## src/rtl/retire_free_controller.sv

```systemverilog
// -----------------------------------------------------------------------------
// retire_free_controller
//
// In-order retire scheduler for the 2-wide pipeline. Rename allocates up to two
// reorder-buffer entries per cycle at the tail, writeback marks entries done,
// and up to two done entries retire per cycle from the head, oldest first.
// Each retire hands the entry's superseded physical register back to the
// renamer through the registered en_free_reg*/free_reg* outputs.
//
// Optional feature macro: RETIRE_STATS_EN
//   When defined, adds retired_cnt_o (total entries retired) and stall_cnt_o
//   (cycles with an alloc request while alloc_ready_o is low). Both are 32-bit
//   wrapping counters cleared by reset.
//
// Ports:
//   clk_i, rst_n_i                 clock, synchronous active-low reset
//   alloc0_i/alloc1_i              allocate request, rename slot 0/1
//   has_dest0_i/has_dest1_i        slot writes a register (free old one later)
//   old_dest0_i/old_dest1_i        superseded physical register per slot
//   alloc_ready_o                  at least two entries free
//   rob_idx0_o/rob_idx1_o          index each slot receives if allocated now
//   complete_en*_i/complete_idx*_i writeback completion strobes and indices
//   en_free_reg*_o/free_reg*_o     registered free-register outputs
//   count_o, empty_o               occupancy, occupancy == 0
// -----------------------------------------------------------------------------
module retire_free_controller #(
  parameter int  NUM_P_REGS = 64,
  parameter int  ROB_DEPTH  = 16,
  localparam int PW         = $clog2(NUM_P_REGS),
  localparam int IW         = $clog2(ROB_DEPTH)
) (
  input  logic          clk_i,
  input  logic          rst_n_i,
  input  logic          alloc0_i,
  input  logic          alloc1_i,
  input  logic          has_dest0_i,
  input  logic          has_dest1_i,
  input  logic [PW-1:0] old_dest0_i,
  input  logic [PW-1:0] old_dest1_i,
  output logic          alloc_ready_o,
  output logic [IW-1:0] rob_idx0_o,
  output logic [IW-1:0] rob_idx1_o,
  input  logic          complete_en0_i,
  input  logic          complete_en1_i,
  input  logic [IW-1:0] complete_idx0_i,
  input  logic [IW-1:0] complete_idx1_i,
  output logic          en_free_reg0_o,
  output logic          en_free_reg1_o,
  output logic [PW-1:0] free_reg0_o,
  output logic [PW-1:0] free_reg1_o,
  output logic [IW:0]   count_o,
  output logic          empty_o
`ifdef RETIRE_STATS_EN
  ,
  output logic [31:0]   retired_cnt_o,
  output logic [31:0]   stall_cnt_o
`endif
);

  // Allocation needs two free entries, i.e. count <= ROB_DEPTH-2.
  localparam logic [IW:0]   READY_MAX = (IW+1)'(ROB_DEPTH - 2);
  localparam logic [IW-1:0] ONE_IDX   = IW'(1);

  // Entry storage
  logic [ROB_DEPTH-1:0] valid_q, valid_d;
  logic [ROB_DEPTH-1:0] done_q, done_d;
  logic [ROB_DEPTH-1:0] has_dest_q, has_dest_d;
  logic [PW-1:0]        old_dest_q [ROB_DEPTH];
  logic [PW-1:0]        old_dest_d [ROB_DEPTH];

  // Pointers and occupancy
  logic [IW-1:0] head_q, head_d;
  logic [IW-1:0] tail_q, tail_d;
  logic [IW:0]   count_q, count_d;

  // Registered free outputs
  logic          en_free0_q, en_free0_d;
  logic          en_free1_q, en_free1_d;
  logic [PW-1:0] free_reg0_q, free_reg0_d;
  logic [PW-1:0] free_reg1_q, free_reg1_d;

  // Internal combinational signals
  logic          ready_s;
  logic          acc0_s, acc1_s;
  logic [IW-1:0] idx1_s;
  logic [IW-1:0] head1_s;
  logic          r0_s, r1_s;
  logic [IW-1:0] tail_adv_s, head_adv_s;

`ifdef RETIRE_STATS_EN
  logic [31:0] retired_q, retired_d;
  logic [31:0] stall_q, stall_d;
`endif

  // Allocation readiness, slot packing and retire decision.
  always_comb begin
    ready_s    = (count_q <= READY_MAX);
    acc0_s     = alloc0_i & ready_s;
    acc1_s     = alloc1_i & ready_s;
    // Slot 1 packs directly behind slot 0 only when slot 0 is used.
    idx1_s     = alloc0_i ? (tail_q + ONE_IDX) : tail_q;
    head1_s    = head_q + ONE_IDX;
    // An empty buffer has valid[head] = 0, so no retire can happen.
    r0_s       = valid_q[head_q] & done_q[head_q];
    r1_s       = r0_s & valid_q[head1_s] & done_q[head1_s];
    tail_adv_s = {{(IW-1){1'b0}}, acc0_s} + {{(IW-1){1'b0}}, acc1_s};
    head_adv_s = {{(IW-1){1'b0}}, r0_s} + {{(IW-1){1'b0}}, r1_s};
  end

  // Entry next-state: completions, then retire clears, then allocation writes.
  always_comb begin
    valid_d    = valid_q;
    done_d     = done_q;
    has_dest_d = has_dest_q;
    old_dest_d = old_dest_q;

    // Completions only land on entries already valid at the start of the cycle.
    done_d[complete_idx0_i] = done_d[complete_idx0_i] |
                              (complete_en0_i & valid_q[complete_idx0_i]);
    done_d[complete_idx1_i] = done_d[complete_idx1_i] |
                              (complete_en1_i & valid_q[complete_idx1_i]);

    valid_d[head_q]  = valid_d[head_q] & ~r0_s;
    done_d[head_q]   = done_d[head_q] & ~r0_s;
    valid_d[head1_s] = valid_d[head1_s] & ~r1_s;
    done_d[head1_s]  = done_d[head1_s] & ~r1_s;

    // Allocation never targets a retiring entry: it needs two free slots.
    valid_d[tail_q]    = valid_d[tail_q] | acc0_s;
    done_d[tail_q]     = done_d[tail_q] & ~acc0_s;
    has_dest_d[tail_q] = acc0_s ? has_dest0_i : has_dest_d[tail_q];
    old_dest_d[tail_q] = acc0_s ? old_dest0_i : old_dest_d[tail_q];

    valid_d[idx1_s]    = valid_d[idx1_s] | acc1_s;
    done_d[idx1_s]     = done_d[idx1_s] & ~acc1_s;
    has_dest_d[idx1_s] = acc1_s ? has_dest1_i : has_dest_d[idx1_s];
    old_dest_d[idx1_s] = acc1_s ? old_dest1_i : old_dest_d[idx1_s];
  end

  // Pointer, occupancy and free-output next-state.
  always_comb begin
    tail_d      = tail_q + tail_adv_s;
    head_d      = head_q + head_adv_s;
    count_d     = count_q + {1'b0, tail_adv_s} - {1'b0, head_adv_s};
    en_free0_d  = r0_s & has_dest_q[head_q];
    en_free1_d  = r1_s & has_dest_q[head1_s];
    free_reg0_d = r0_s ? old_dest_q[head_q] : {PW{1'b0}};
    free_reg1_d = r1_s ? old_dest_q[head1_s] : {PW{1'b0}};
  end

`ifdef RETIRE_STATS_EN
  // Statistics counter next-state; both wrap naturally at 2^32.
  always_comb begin
    retired_d = retired_q + {31'd0, r0_s} + {31'd0, r1_s};
    stall_d   = stall_q + {31'd0, (alloc0_i | alloc1_i) & ~ready_s};
  end

  // Statistics counter registers.
  always_ff @(posedge clk_i) begin
    if (!rst_n_i) begin
      retired_q <= 32'd0;
      stall_q   <= 32'd0;
    end else begin
      retired_q <= retired_d;
      stall_q   <= stall_d;
    end
  end

  assign retired_cnt_o = retired_q;
  assign stall_cnt_o   = stall_q;
`endif

  // State registers; reset discards in-flight entries without freeing them.
  always_ff @(posedge clk_i) begin
    if (!rst_n_i) begin
      valid_q     <= {ROB_DEPTH{1'b0}};
      done_q      <= {ROB_DEPTH{1'b0}};
      has_dest_q  <= {ROB_DEPTH{1'b0}};
      for (int i = 0; i < ROB_DEPTH; i++) begin
        old_dest_q[i] <= {PW{1'b0}};
      end
      head_q      <= {IW{1'b0}};
      tail_q      <= {IW{1'b0}};
      count_q     <= {(IW+1){1'b0}};
      en_free0_q  <= 1'b0;
      en_free1_q  <= 1'b0;
      free_reg0_q <= {PW{1'b0}};
      free_reg1_q <= {PW{1'b0}};
    end else begin
      valid_q     <= valid_d;
      done_q      <= done_d;
      has_dest_q  <= has_dest_d;
      old_dest_q  <= old_dest_d;
      head_q      <= head_d;
      tail_q      <= tail_d;
      count_q     <= count_d;
      en_free0_q  <= en_free0_d;
      en_free1_q  <= en_free1_d;
      free_reg0_q <= free_reg0_d;
      free_reg1_q <= free_reg1_d;
    end
  end

  assign alloc_ready_o  = ready_s;
  assign rob_idx0_o     = tail_q;
  assign rob_idx1_o     = idx1_s;
  assign count_o        = count_q;
  assign empty_o        = (count_q == {(IW+1){1'b0}});
  assign en_free_reg0_o = en_free0_q;
  assign en_free_reg1_o = en_free1_q;
  assign free_reg0_o    = free_reg0_q;
  assign free_reg1_o    = free_reg1_q;

endmodule
```

## config.mk

```make
export PLATFORM = sky130hd
export DESIGN_NAME = retire_free_controller
export DESIGN_NICKNAME = d
export VERILOG_FILES = /design/src/rtl/retire_free_controller.sv
export SDC_FILE = /design/constraint.sdc
export NUM_CORES = 1
export LEC_CHECK = 0
export CAP_MARGIN = 10
export CELL_PAD_IN_SITES_DETAIL_PLACEMENT = 0
export CELL_PAD_IN_SITES_GLOBAL_PLACEMENT = 2
export CORE_MARGIN = 2
export CORE_UTILIZATION = 30
export CTS_CLUSTER_SIZE = 10
export DETAILED_ROUTE_END_ITERATION = 10
export HOLD_SLACK_MARGIN = 0.1
export MAX_ROUTING_LAYER = met4
export PLACE_DENSITY = 0.7
export SYNTH_ARGS = -nofsm -noshare
export SYNTH_HDL_FRONTEND = slang
export SYNTH_SLANG_ARGS = --single-unit
export TNS_END_PERCENT = 1
```

## constraint.sdc

```tcl
create_clock -name clk_i -period 7.1 [get_ports clk_i]
set_input_delay 1.775 -clock clk_i [delete_from_list [all_inputs] [get_ports clk_i]]
set_output_delay 1.775 -clock clk_i [all_outputs]
set_load 0.01 [all_outputs]
```

# [Yosys cells after proc, flatten, opt, wreduce, memory -nomap -nowiden]
# Index checks and enable logic that the tools add are counted.
[classes] n_addsub=8 order_cmp=19 muxes=85 bitwise_logic=27 n_reduce_logical=11
[ops] operator="$bwmux W16" n=12
[ops] operator="$bwmux W96" n=2
[ops] operator="$bmux W6 S4" n=4
[ops] operator="$bmux W1 S4" n=19
[ops] operator="$mux W6" n=12
[ops] operator="$demux W6 S4" n=2
[ops] operator="$lt A4 B5 Y1 const B" n=6
[ops] operator="$mux W1" n=27
[ops] operator="$demux W1 S4" n=6
[ops] operator="$ge A4 B1 Y1 const B" n=6
[ops] operator="$ge A5 B5 Y1 const B" n=4
[ops] operator="$not A4 Y5" n=4
[ops] operator="$and A1 B1 Y1" n=15
[ops] operator="$lt A5 B1 Y1 const B" n=2
[ops] operator="$add A4 B1 Y4 const B" n=2
[ops] operator="$add A4 B2 Y4" n=2
[ops] operator="$logic_and A1 B1 Y1" n=8
[ops] operator="$add A5 B2 Y5" n=1
[ops] operator="$le A5 B4 Y1 const B" n=1
[ops] operator="$logic_not A5 Y1" n=1
[ops] operator="$sub A5 B2 Y5" n=1
[ops] operator="$add A1 B1 Y2" n=2
[ops] operator="$mux W4" n=1
[ops] operator="$not A1 Y1" n=4
[ops] operator="2 further kinds" n=6
[totals] register_bits=171 word_cells=176

# [Depth between registers and ports, before layout]
# Gate-level depths: netlist of run 1.
[logic_depth] ltp_word=25 depth_mapped=25 mapped_depth_nobuf=19

# [Least setup slack after synthesis of run 1]
# No wires, ideal clock.
[synth_path] path_type="input to register" startpoint="in complete_idx0_i[0]" endpoint="reg done_q[6]" arrival_time_ns=5.831 required_ns=6.962 setup_slack_ns=1.131 cell_stages=17 cell_sequence="buf_2 > mux4_2 > o22ai_1 > or2_1 > nand3_1 > o311a_1 > or2_1 > nor3b_1 > o311ai_1 > nor3_1 > o221ai_1 > o221ai_1 > a311o_1 > a21oi_1 > a21oi_1 > o22ai_1 > a211oi_1"
[synth_between] elab_chain_len=25 word_cells_on_any_way=32 classes_between="order compare (2); mux (22); bitwise (7); reduce/logical (1)"
[synth_lines] element="start, declared" line_no="45" text="input logic [IW-1:0] complete_idx0_i,"
[synth_lines] element="$lt A4 B5 Y1 (implied by the code), or another cell as far along" line_no="118" text="done_d[complete_idx0_i] = done_d[complete_idx0_i] |"
[synth_lines] element="$logic_and A1 B1 Y1 (implied by the code) or $mux W1 (tied branches)" line_no="118, 119"
[synth_lines] element="$mux W1 (implied by the code) or $and A1 B1 Y1 (tied branches)" line_no="118, 119"
[synth_lines] element="$demux W1 S4 or $or A1 B1 Y1 (tied branches)" line_no="118"
[synth_lines] element="$bwmux W16 (*)" line_no="118"
[synth_lines] element="$bmux W1 S4" line_no="120" text="done_d[complete_idx1_i] = done_d[complete_idx1_i] |"
[synth_lines] element="$mux W1 (implied by the code)" line_no="120"
[synth_lines] element="$or A1 B1 Y1" line_no="120"
[synth_lines] element="(+9 left out)"
[synth_lines] element="$bmux W1 S4" line_no="130" text="done_d[tail_q] = done_d[tail_q] & ~acc0_s;"
[synth_lines] element="$mux W1 (implied by the code)" line_no="130"
[synth_lines] element="$and A1 B1 Y1" line_no="130"
[synth_lines] element="$bwmux W16 (*)" line_no="130"
[synth_lines] element="$bmux W1 S4" line_no="135" text="done_d[idx1_s] = done_d[idx1_s] & ~acc1_s;"
[synth_lines] element="$mux W1 (implied by the code)" line_no="135"
[synth_lines] element="$and A1 B1 Y1" line_no="135"
[synth_lines] element="$bwmux W16 (*)" line_no="135"
[synth_lines] element="end signal, assigned" line_no="177" text="done_q <= {ROB_DEPTH{1'b0}};"
[synth_lines] element="end signal, assigned" line_no="191" text="done_q <= done_d;"
[synth_lines] element="end, declared" line_no="66" text="logic [ROB_DEPTH-1:0] done_q, done_d;"
# Mark *: on every way between the ends. The rest lies on a longest branch, timed or not. The select of a mux whose other input is x is not followed.
# A chain may end at the register's enable or synchronous reset.

# [Final worst setup path of run 1]
[layout_path] startpoint="in complete_idx0_i[0]" endpoint="reg done_q[8]"
# The elaborated chain is that of the path after synthesis.

==> reports/metrics.csv, run 1 <==
metric,value,unit
Worst path most repeated cell,buf_4,
# fillers,5477,
number of max-cap violations,0,
Initial Util,30.41,%
"EDFF count, synth",0,
Post-synth top cells,"nor2_1, nand2_1, a21oi_1",
vias per inst,6.225,
DR WL/cell,29.09,um
core area,51510,um^2
multi-input logic area,11530,um^2
Port Buffer Count,56,
post-route ant nets,0,
CTS Buffer Depth,2,
Ys Warns,0,
Synth area leaders,"dfxtp_1, mux4_2, nor2_1",
leading area contributor after synthesis,dfxtp_1,
fmax,0.1491,GHz
setup_tns,0,ps
via count,17550,
Reg area,3433,um^2
"Clk pin slew, worst setup/hold paths",80,ps
Final Max Slew Viols,0,
worst hold path type,flip-flop to flip-flop,
Required @ worst endpoint,7430,ps
antenna violations before repair,1,
Setup Skew,16.22,ps
total track usage,31.40,%
relative slew slack,19.50,%
die width,232.5,um
layout cells sized above 1,18.14,%
peak supply drop,0.1549,mV
CP Max Fanout,25,
"Net count, final",2181,
vias in the first global route,16660,
Core Rows,83,
Post-Syn Area,15670,um^2
most frequently used flop master after synthesis,dfxtp_1,
Pwr Density,292.2,nW/um^2
Yosys top cell area share,21.85,%
Top Family by Delay on Critical Path,compound AO/OA/AOI/OAI gates,
post-synthesis sequential area ratio,21.85,%
clock latency on the worst-skew pair,490,ps
H-tree levels,4,
Placer Congestion,1.004,
Yosys cell types,88,
TritonCTS Sinks,171,
Final Setup Violations,0,
PostCTS Resize Cnt,0,
Final min period,6706,ps
CP Cell Sequence,clkdlybuf4s50_1 -> buf_12 -> mux4_2 -> o22ai_1 -> or2_1 -> nand3_1 -> o311a_1 -> buf_4 -> o31ai_1 -> nand4_1 -> o311ai_1 -> nor3_1 -> buf_4 -> o21ai_0 -> o211ai_1 -> o32a_1 -> a21oi_1 -> nor3b_2 -> buf_4 -> o22ai_1 -> a221oi_1,
asr flop ratio synth,0,%
"Area growth, synth to finish",17.87,%
CP max-delay cell,o311ai_1,
worst slew pin tran,1203,ps
DRC errors left,0,
run status,"complete, no violations",
DIE AREA,54060,um^2
hold violation count in the final report,0,
Pleak,6.694,nW
grt ovf,0,
startpoint types,input pin,
Setup Buffers After CTS,0,
TritonCTS clock tree,done,
Mapped Cells,2032,
Die Y,232.5,um
Total Wirelength,82.04,mm
Root Driver,clkbuf_16,
fin crit share,94.45,%
Detailed Place HPWL,59.69,mm
TritonRoute pass-1 iters,6,
Final Hold Slack,630.9,ps
CP Capture Type,flip-flop,
syn nets,2087,
initial drt markers,2171,
RSZ-0062 raised after global routing,no,
largest net degree at the start of global routing,50,
Bufs and invs on worst path,5,
largest stage delay on the critical path,600,ps
global-route wire length before repair,118.9,mm
Post-Syn Area per Cell,7.709,um^2
most common cell in the netlist,nor2_1,
IO Pins,57,
CTS Buf Count,17,
Seq cells post-synth,171,
worst endpoint data arrival time,7030,ps
"Hold-fix buffers, CTS",0,
CP Class,input pin to flip-flop,
registers in the layout, indices dropped and copies added, names as in the netlist:
| name | flops |
|---|---|
| free_reg0_o | 6 |
| en_free_reg0_o | 1 |
| head_q | 4 |
| done_q | 16 |
| has_dest_q | 16 |
| old_dest_q | 96 |
| rob_idx0_o | 4 |
| en_free_reg1_o | 1 |
| valid_q | 16 |
| count_o | 5 |
| free_reg1_o | 6 |
per-layer routing:
| layer | part of all wire, % | vias to the layer above | track usage [%] | routed length, um |
|---|---|---|---|---|
| met5 | 0 | - | - | 0 |
| met4 | 3.6 | 0 | 11.52 | 2982 |
| met1 | 42 | 8667 | 41.42 | 34650 |
| met3 | 9.2 | 185 | 6.225 | 7539 |
| li1 | - | 7684 | - | - |
| met2 | 45 | 1018 | 47.57 | 36860 |
final timing paths:
check	startpoint	end	slack, ps	depth (start not counted)
setup / recovery	complete_idx0_i[0]	done_q[8]$_SDFF_PN0_	390	21
hold / removal	old_dest_q[95]$_SDFF_PN0_	old_dest_q[95]$_SDFF_PN0_	630	2
setup reg to reg	head_q[0]$_SDFF_PN0_	valid_q[15]$_SDFF_PN0_	660	16
hold reg to reg	old_dest_q[95]$_SDFF_PN0_	old_dest_q[95]$_SDFF_PN0_	630	2
tightest hold or removal path, delay by kind of cell (launching register included):
kind	cells	cell delay (ps)
compound gates	2	250
flops	1	340
area by class of cell:
type,instances,area share (%)
clock buffer,19,2.399
sequential,171,18.59
tap,680,4.608
multi-input combinational,1670,62.42
clock inverter,13,0.7251
timing repair buffer,232,10.53
antenna,1,0.01355
inverter,34,0.7047
per-stage QoR:
step | utilization, % | total power [mW] | instance area [um^2] | setup WS [ps] | std cells
2_1_floorplan | - | 3.112 | 15670 | 1131 | 2032
3_3_place_gp | 34.70 | 4.323 | 17870 | 107.6 | 2787
3_5_place_dp | 34.70 | 4.331 | 17870 | 31.48 | 2787
4_1_cts | 35.82 | 5.315 | 18450 | 512.6 | 2819
5_1_grt | 35.85 | 5.656 | 18460 | 64.15 | 2820
6_report | 35.85 | 5.395 | 18460 | 393.8 | 2820
placed cells by master (no fill, tap or decap), drive strengths merged, types with 43 or more instances in the layout:
master,n
nor2,468
mux2i,43
buf,176
mux4,138
nand2,238
o21ai,101
clkdlybuf4s50,56
dfxtp,171
a21oi,176
nand3,49
power breakdown:
group | internal, mW | switching [mW] | leakage (nW) | total (mW)
clock network | 0.501 | 0.488 | 0.272 | 0.989
registers | 1.08 | 0.249 | 1.39 | 1.33
logic | 1.12 | 1.95 | 5.03 | 3.07
logic make-up after synthesis:
| kind of cell | after synthesis | share of synthesized area, % |
|---|---|---|
| DFF | 171 | 21.85 |
| buffers and inverters | 191 | 4.872 |
| adders and majority gates | 27 | 2.348 |
| AOI/OAI and AO/OA | 523 | 21.29 |
| and+or+nand+nor | 908 | 25.05 |
| xor gates and xnor gates | 17 | 0.9985 |
| muxes | 195 | 23.59 |
(Power assumes the default switching activity.)
==> run 2, diff against run 1 <==
--- a/config.mk
+++ b/config.mk
@@ -8,6 +8,7 @@
 export CAP_MARGIN = 10
 export CELL_PAD_IN_SITES_DETAIL_PLACEMENT = 0
 export CELL_PAD_IN_SITES_GLOBAL_PLACEMENT = 2
+export CORE_ASPECT_RATIO = 0.75
 export CORE_MARGIN = 2
 export CORE_UTILIZATION = 30
 export CTS_CLUSTER_SIZE = 10
==> run 2 against run 1 <==
Fmax shrank 1.7%. Register-to-register slack better by 60 ps. Worst hold slack improved by 11 ps. Clock skew fell by 4.1 ps. Clock power barely moved. Global-route usage up 0.061 points.
==> reports/metrics.csv, run 2 (synthesis results as in run 1) <==
metric,value,unit,change
clock latency on the worst-skew pair,460,ps,-30 ps
Root Driver,clkbuf_16,,
peak supply drop,0.1960,mV,+26%
max reg flops,96,,unchanged
grt ovf,0,,unchanged
Reg area,3431,um^2,about the same
largest register by flop count,old_dest_q,,
"Area growth, synth to finish",17.91,%,about the same
worst slew pin tran,1320,ps,+117.1 ps
DIE AREA,54080,um^2,about the same
"Net count, final",2179,,-0.092%
total track usage,31.46,%,+0.061 points
switching power,2.749,mW,+2.1%
hold violation count in the final report,0,,unchanged
setup ws final,278.5,ps,-115.3 ps
flop2flop setup slack,720,ps,+60 ps
Setup Buffers After CTS,0,,unchanged
Port Buffer Count,56,,unchanged
via count,17620,,+0.38%
Final min period,6822,ps,+115.3 ps
CP max-delay cell,clkdlybuf4s50_1,,
"Cell Area, Placed",17850,um^2,-0.15%
Placement Setup Slack,-162.7,ps,-194.2 ps
Worst path most repeated cell,buf_4,,
H-tree levels,4,,unchanged
TritonRoute pass-1 iters,8,,+2
multi-input logic area,11540,um^2,+0.11%
RSZ-0062 raised after global routing,no,,
layout cells sized above 1,18.16,%,about the same
worst hold path type,flip-flop to flip-flop,,
Comb power frac,58.0,%,+1.0 points
fmax,0.1466,GHz,-1.7%
TritonCTS Sinks,171,,unchanged
Final Max Slew Viols,0,,unchanged
"commonest non-fill, non-tap cells in the layout","nor2_1, nand2_1, a21oi_1",,
startpoint types,input pin,,
TritonCTS clock tree,done,,
global-route wire length before repair,118.8,mm,about the same
Core Rows,72,,-13%
"Hold-fix buffers, CTS",0,,unchanged
"commonest non-fill, non-tap cell in the layout",nor2_1,,
run status,"complete, no violations",,
clock network power share,18.0,%,-0.3 points
# fillers,5466,,-0.20%
Tot Pwr,5.475,mW,+1.5%
Placer Congestion,1.014,,+0.98%
number of max-cap violations,0,,unchanged
Final Cell Area,18470,um^2,about the same
Setup Skew,12.13,ps,-4.088 ps
CP Cell Sequence,clkdlybuf4s50_1 -> buf_4 -> mux2i_1 -> a22oi_1 -> nand3_1 -> buf_4 -> a21boi_0 -> or3_1 -> a311oi_1 -> o31ai_1 -> o311ai_1 -> or4_1 -> and3_1 -> nor4_1 -> a311o_1 -> a21oi_1 -> buf_4 -> a21oi_1 -> o22ai_1 -> a221oi_1,,
Pwr Density,296.4,nW/um^2,+1.5%
CTS Buf Count,17,,unchanged
post-route ant nets,0,,unchanged
Required @ worst endpoint,7470,ps,+40 ps
DR WL/cell,29.37,um,+0.94%
initial drt markers,2715,,+25%
largest net degree at the start of global routing,71,,+42%
vias per inst,6.204,,-0.33%
Detailed Place HPWL,60.55,mm,+1.4%
Diodes inserted,0,,-1
"Clk pin slew, worst setup/hold paths",80,ps,about the same
Die Y,201.9,um,-13%
CP Capture Type,flip-flop,,
core area,51530,um^2,about the same
worst endpoint data arrival time,7190,ps,+160 ps
Final Setup Violations,0,,unchanged
largest stage delay on the critical path,610,ps,about the same
CP Class,input pin to flip-flop,,
IO Pins,57,,unchanged
Pleak,6.702,nW,+0.12%
CTS Buffer Depth,2,,unchanged
Sw Share,50.21,%,+0.32 points
die width,267.9,um,+15%
Sequential Power Share,24.0,%,-0.7 points
fin crit share,96.08,%,+1.6 points
P_int,2.726,mW,+0.83%
PostCTS Resize Cnt,0,,unchanged
antenna violations before repair,2,,+1
Initial Util,30.40,%,about the same
DRC errors left,0,,unchanged
relative slew slack,11.67,%,-7.8 points
vias in the first global route,15980,,-4.1%
CP Max Fanout,10,,-60%
Total Wirelength,83.40,mm,+1.7%
-- run 2: path summary, 6_finish.rpt --
kind / from / cells after the start / endpoint
min: old_dest_q[17]$_SDFF_PN0_ / 2 / old_dest_q[17]$_SDFF_PN0_
max: complete_idx0_i[1] / 20 / done_q[15]$_SDFF_PN0_
min reg2reg: old_dest_q[17]$_SDFF_PN0_ / 2 / old_dest_q[17]$_SDFF_PN0_
max reg2reg: head_q[1]$_SDFF_PN0_ / 17 / valid_q[6]$_SDFF_PN0_
-- run 2: power groups by stage --
stage	registers, mW	clock network, mW	logic [mW]
after detailed placement	1.31	0	3.07
after global placement	1.31	0	3.08
after floorplan	1.19	0	1.92
after global routing	1.32	1.03	3.36
after CTS	1.29	0.997	3.08
final	1.31	0.987	3.18
-- run 2: layer usage --
layer | wire length [um] | GRT usage, % | up-vias | part of all wire (%)
met2 | 32120 | 40.15 | 1170 | 39
met1 | 38750 | 46.94 | 8650 | 46
met4 | 1878 | 7.702 | 0 | 2.3
li1 | - | - | 7671 | -
met3 | 10660 | 9.808 | 129 | 13
met5 | 0 | - | - | 0
-- run 2: cell type report --
type,instances,area share (%)
well taps,703,4.762
repair buffers,230,10.31
multi-input cells,1670,62.47
clock buffers,19,2.398
inverters,34,0.7045
clock inverters,13,0.7790
flip-flops and latches,171,18.57
-- run 2: per-stage QoR --
stage	hold WS [ps]	util (%)	TNS (ps)	cells
6_report	641.7	35.84	0	2840
5_1_grt	681.2	35.84	0	2840
4_1_cts	633.9	35.77	0	2840
3_5_place_dp	617.0	34.63	-1615	2808
3_3_place_gp	615.0	34.63	-1098	2808
2_1_floorplan	570.7	-	0	2032
-- run 2: worst max-delay path: cells and delay by family --
kind                   cells  cell delay [ps]
AOI/OAI and AO/OA         10             2630
buffers and inverters      4             1200
muxes                      1              100
and+or+nand+nor            5             1470
